[src/rtl/ex_div_seq.sv]
// Sequential radix-2 restoring divider for RV32M DIV/DIVU/REM/REMU.
// Optional build macro DIV_ZERO_FAST_EN: zero divisor skips CALC.
module ex_div_seq (
  input  logic        clk,
  input  logic        rst,
  input  logic        start_i,
  input  logic [2:0]  op_i,
  input  logic [31:0] dividend_i,
  input  logic [31:0] divisor_i,
  input  logic [4:0]  rd_addr_i,
  input  logic        flush_i,
  output logic [31:0] result_o,
  output logic        ready_o,
  output logic        busy_o,
  output logic [4:0]  rd_addr_o,
  output logic        rd_wen_o,
  output logic        hold_o
);

  typedef enum logic [1:0] {
    S_IDLE,
    S_START,
    S_CALC,
    S_END
  } state_e;

  state_e      state_q, state_d;
  logic [1:0]  op_q, op_d;
  logic [31:0] a_q, a_d;
  logic [31:0] b_q, b_d;
  logic [31:0] quot_q, quot_d;
  logic [31:0] rem_q, rem_d;
  logic [4:0]  cnt_q, cnt_d;
  logic [4:0]  rd_q, rd_d;
  logic        qneg_q, qneg_d;
  logic        rneg_q, rneg_d;

  logic        accept;
  logic        sgn;
  logic [32:0] shifted;
  logic [33:0] diff;
  logic [31:0] q_fin;
  logic [31:0] r_fin;
  logic [31:0] res;

  // op_q[1]: remainder select, op_q[0]: unsigned
  assign accept = rst & start_i & op_i[2] & ~flush_i;
  assign sgn    = ~op_q[0];

  always_comb begin
    state_d = state_q;
    op_d    = op_q;
    a_d     = a_q;
    b_d     = b_q;
    quot_d  = quot_q;
    rem_d   = rem_q;
    cnt_d   = cnt_q;
    rd_d    = rd_q;
    qneg_d  = qneg_q;
    rneg_d  = rneg_q;
    shifted = {rem_q, quot_q[31]};
    diff    = {1'b0, shifted} - {2'b00, b_q};
    unique case (state_q)
      S_IDLE: begin
        if (accept) begin
          state_d = S_START;
          op_d    = op_i[1:0];
          a_d     = dividend_i;
          b_d     = divisor_i;
          rd_d    = rd_addr_i;
        end
      end
      S_START: begin
        quot_d  = (sgn & a_q[31]) ? -a_q : a_q;
        b_d     = (sgn & b_q[31]) ? -b_q : b_q;
        rem_d   = '0;
        cnt_d   = '0;
        qneg_d  = sgn & (a_q[31] ^ b_q[31]);
        rneg_d  = sgn & a_q[31];
        state_d = S_CALC;
`ifdef DIV_ZERO_FAST_EN
        if (b_q == '0) state_d = S_END;
`endif
      end
      S_CALC: begin
        quot_d = {quot_q[30:0], ~diff[33]};
        rem_d  = diff[33] ? shifted[31:0] : diff[31:0];
        cnt_d  = cnt_q + 5'd1;
        if (cnt_q == 5'd31) state_d = S_END;
      end
      S_END: state_d = S_IDLE;
      default: state_d = S_IDLE;
    endcase
    if (flush_i) state_d = S_IDLE;
  end

  always_ff @(posedge clk or negedge rst) begin
    if (!rst) begin
      state_q <= S_IDLE;
      op_q    <= '0;
      a_q     <= '0;
      b_q     <= '0;
      quot_q  <= '0;
      rem_q   <= '0;
      cnt_q   <= '0;
      rd_q    <= '0;
      qneg_q  <= 1'b0;
      rneg_q  <= 1'b0;
    end else begin
      state_q <= state_d;
      op_q    <= op_d;
      a_q     <= a_d;
      b_q     <= b_d;
      quot_q  <= quot_d;
      rem_q   <= rem_d;
      cnt_q   <= cnt_d;
      rd_q    <= rd_d;
      qneg_q  <= qneg_d;
      rneg_q  <= rneg_d;
    end
  end

  // zero divisor bypasses sign fixup: all-ones quotient, raw dividend
  always_comb begin
    q_fin = qneg_q ? -quot_q : quot_q;
    r_fin = rneg_q ? -rem_q : rem_q;
    if (b_q == '0) begin
      q_fin = '1;
      r_fin = a_q;
    end
    res = op_q[1] ? r_fin : q_fin;
  end

  assign ready_o   = (state_q == S_END) & ~flush_i;
  assign rd_wen_o  = ready_o;
  assign result_o  = ready_o ? res : '0;
  assign rd_addr_o = ready_o ? rd_q : '0;
  assign busy_o    = state_q != S_IDLE;
  assign hold_o    = ((state_q == S_IDLE) & accept)
                   | (state_q == S_START)
                   | (state_q == S_CALC);

endmodule

[config.mk]
export PLATFORM = sky130hd
export DESIGN_NAME = ex_div_seq
export DESIGN_NICKNAME = d
export VERILOG_FILES = /design/src/rtl/ex_div_seq.sv
export SDC_FILE = /design/constraint.sdc
export NUM_CORES = 1
export LEC_CHECK = 0
export CAP_MARGIN = 20
export CORE_ASPECT_RATIO = 0.5
export CORE_MARGIN = 2
export CORE_UTILIZATION = 50
export DETAILED_ROUTE_END_ITERATION = 16
export PLACE_DENSITY = 0.72
export RECOVER_POWER = 25
export SKIP_LAST_GASP = 1
export SLEW_MARGIN = 40
export SYNTH_ARGS = -nofsm -noshare
export SYNTH_HDL_FRONTEND = slang
export SYNTH_SLANG_ARGS = --single-unit
[constraint.sdc]
create_clock -name clk -period 4.6 [get_ports clk]
set_clock_uncertainty 0.2 [all_clocks]
set_input_delay 1.38 -clock clk [delete_from_list [all_inputs] [get_ports clk]]
set_output_delay 1.38 -clock clk [all_outputs]
set_load 0.01 [all_outputs]
==> qor.yml, run 1 <==
logic_synthesis:
  synth_edf_count: 0
  synthMuxAreaShare: 0.0808
  synth_commonest_cells: "144 x dfrtp_1, 123 x nand2_1, 108 x o21ai_0"
  ys.warnings.count: 0
  yosysTopAreaCell: "dfrtp_1"
  synth_area_leaders: "dfrtp_1 32%, mux2_2 5.6%, xnor2_1 5.4%"
  synthArstFlopShare: 1.00
  synth-xor-area-share: 0.0909
  synthesis.instances: 1341
  postSynthAreaPerCell_um2: 8.40
  yosysSeqAreaShare: 0.320
  yosys.area_share.simple: 0.160
  ys_seq_elements: 144
  netlist_area_mm2: 0.0113
  synth_nets: 1461
  synth_top_family_by_area: "compound AO/OA/AOI/OAI gates"
  synth_cell_types: 70
  synthFlopType: "dfrtp_1"
  yosysMostFrequentCell: "dfrtp_1"
  synth_top_area_frac: 0.320
  synth_fa_ha_area_frac: 0.0495
  synth_compound_gate_area_share: 0.243
final_layout:
  antenna_cells: 0
  nets: 1662
  final_util: 0.665
  regArea_mm2: 0.00361
  area_growth_pct: 29.0
  fill_cells: 1742
  layout-drive-gt1-share: 0.237
  multiInputGateArea_mm2: 0.00740
timing:
  final_hold_viol_count: 0
  fmax_mhz: 190
  relSlewSlack: -0.723
  tightest_slew_ns: 2.58
  post-route-period-util: 1.15
  maxSlewViolCount: 87
  setup_viol: 32
  finalCriticalPeriod_ns: 5.27
  setup_slack_ns: -0.668
  grt_setup_unrepaired: "yes"
pwr:
  power_frac_seq: 0.290
  switching_share: 0.454
  clockPowerShare: 0.171
  peakVddDrop_v: 0.000298
  pwr-share-comb: 0.539
  p_leak_nw: 6.31
  power_density_mw_per_mm2: 560
  power_switching_w: 0.00370
  total_power_w: 0.00814
  p_int_w: 0.00444
detailed_routing:
  wirelength_mm: 37.2
  wire_per_inst_um: 20.1
  vias: 11227
  via_per_inst: 6.05
  drt_first_pass_iters: 5
  drtIter0Drc: 1134
  ant_nets: 0
  route.detailed.drc: 0
critical_path:
  critPathKind: "register to output port"
  critical_path.max_stage_delay_ns: 0.49
  crit_buf_inv: 4
  arrival_ns: 3.69
  slowest_stage: "or4_4"
  required_ns: 3.02
  crit_path_end_kind: "output port"
  crit_top_cell: "or3_4"
  start_kind: "register"
  cp_max_fo: 8
  crit_chain: "or3_4 > or3_4 > or4_4 > or3_4 > buf_6 > buf_6 > nor3_4 > nor2_4 > buf_12 > a221oi_2 > buf_2"
  crit_family: "simple AND/OR/NAND/NOR gates"
placed_design:
  hpwl_mm: 26.1
  io_buffers: 116
  place_congestion: 0.931
clock_network:
  insertion_delay_ns: 0.46
  cts_tree: "yes"
  cts.sinks: 144
  cts-htree-levels: 4
  clk_path_buf_depth: 2
  clock-root-buffer: "clkbuf_16"
  cts_buffers: 17
  clkTransAtPathRegs_ns: 0.06
  postCtsHoldBufs: 0
floorplan:
  fp.dieW_um: 216
  ios: 117
  start_util: 0.515
  dieArea_mm2: 0.0238
  die_h_um: 110
  core_mm2: 0.0219
  fp-row-count: 38
global_route:
  grt_pass1_vias: 10746
  antenna_found_initial: 0
  grt_start_max_net_pins: 145
  grtUsageTotal: 0.312
  overflow: 0
  grt_pass1_wl_mm: 57.5
flow_run:
  cap_viol_max_count: 2
outcome:
  status: "finished, violations left"
  violations: "capacitance limit, slew limit, setup timing"
min_path:
  holdCritPathClass: "register to register"
## state kept, by name, indices dropped and copies added (netlist names)
register / flops
a_q: 32
b_q: 32
quot_q: 32
rem_q: 32
cnt_q: 5
rd_q: 5
op_q: 2
state_q: 2
qneg_q: 1
rneg_q: 1
## cell families after synthesis
family / after synthesis
xor+xnor: 117
buf+inv: 158
simple gates: 377
flops: 144
mux: 84
compound gates: 417
fa+ha+maj: 44
## metal layers
metal	vias up	GRT usage	wire, um
li1	5291	-	-
met1	5416	0.447	17100
met2	456	0.479	16200
met3	64	0.0628	3240
met4	0	0.0886	662
met5	-	0	0
## metrics by stage
stage / worst slack [ns] / instances / hold WS, ns / setup TNS (ns) / cell area, um^2
final: -0.668 / 1855 / 0.305 / -19.12 / 14500
after global routing: -0.749 / 1855 / 0.314 / -29.93 / 14500
after CTS: -0.714 / 1848 / 0.307 / -19.33 / 14300
after detailed placement: -0.646 / 1802 / 0.293 / -19.09 / 13500
after global placement: -0.604 / 1802 / 0.280 / -17.37 / 13500
after floorplan: -0.105 / 1341 / 0.272 / -1.90 / 11300
## timing repair
action / CTS / global route
gates cloned: 3 / 1
resized for setup: 162 / 64
setup endpoints to repair: 39 / 37
buffers inserted: 11 / 8
pin swaps: 13 / 24
## cells in the final DEF, fill, tap and decap left out, types with 10 or more instances in the layout
cell type and instances:
or3_1 10, a221oi_2 17, xnor2_1 70, mux2_2 56, clkbuf_16 18, buf_4 122, ha_1 41, nand2_1 110
mux2i_1 28, buf_6 10, inv_1 79, buf_2 32, clkdlybuf4s50_1 78, a21oi_1 97, nor3_1 25, a21o_1 12
nand2_2 13, o21ai_2 20, nand3_1 30, dfrtp_1 142, nand4_1 14, nor4_1 13, xor2_1 47, o22ai_1 24
o21ai_0 96, o41ai_1 12, o31ai_1 34, nor2_1 87
## power groups by stage
stage / Combinational [W] / Sequential [W] / Clock [W]
2_1_floorplan: 0.00284 / 0.00220 / 0
3_3_place_gp: 0.00406 / 0.00228 / 0
3_5_place_dp: 0.00415 / 0.00232 / 0
4_1_cts: 0.00420 / 0.00231 / 0.00140
5_1_grt: 0.00481 / 0.00243 / 0.00145
6_report: 0.00439 / 0.00236 / 0.00139
## worst paths after layout
check,startpoint,to,slack [ns],depth (start not counted)
worst max-delay path,b_q[22]$_DFFE_PN0P_,result_o[6],-0.67,11
worst min-delay path,rd_q[1]$_DFFE_PN0P_,rd_q[1]$_DFFE_PN0P_,0.31,1
worst max register to register,state_q[1]$_DFFE_PN0P_,b_q[10]$_DFFE_PN0P_,0.28,9
worst min register to register,rd_q[1]$_DFFE_PN0P_,rd_q[1]$_DFFE_PN0P_,0.31,1
max in group asynchronous,rst,op_q[1]$_DFFE_PN0P_,0.36,3
min in group asynchronous,rst,b_q[25]$_DFFE_PN0P_,1.81,2
## cell type report
class                           instances  share of cell area
Tap cell                              300              0.0258
Inverter                               79              0.0204
Sequential cell                       144               0.248
Clock inverter                         15              0.0103
Timing Repair Buffer                  261               0.157
Multi-Input combinational cell       1039               0.509
Clock buffer                           17              0.0293
(Power assumes the default switching activity.)
==> inputs of run 2 (changes only) <==
--- a/config.mk
+++ b/config.mk
@@ -5,7 +5,7 @@
 export SDC_FILE = /design/constraint.sdc
 export NUM_CORES = 1
 export LEC_CHECK = 0
-export CAP_MARGIN = 20
+export CAP_MARGIN = 30
 export CORE_ASPECT_RATIO = 0.5
 export CORE_MARGIN = 2
 export CORE_UTILIZATION = 50
==> results of run 2 <==
Final layout, timing and power as in run 1 (identical DEF).
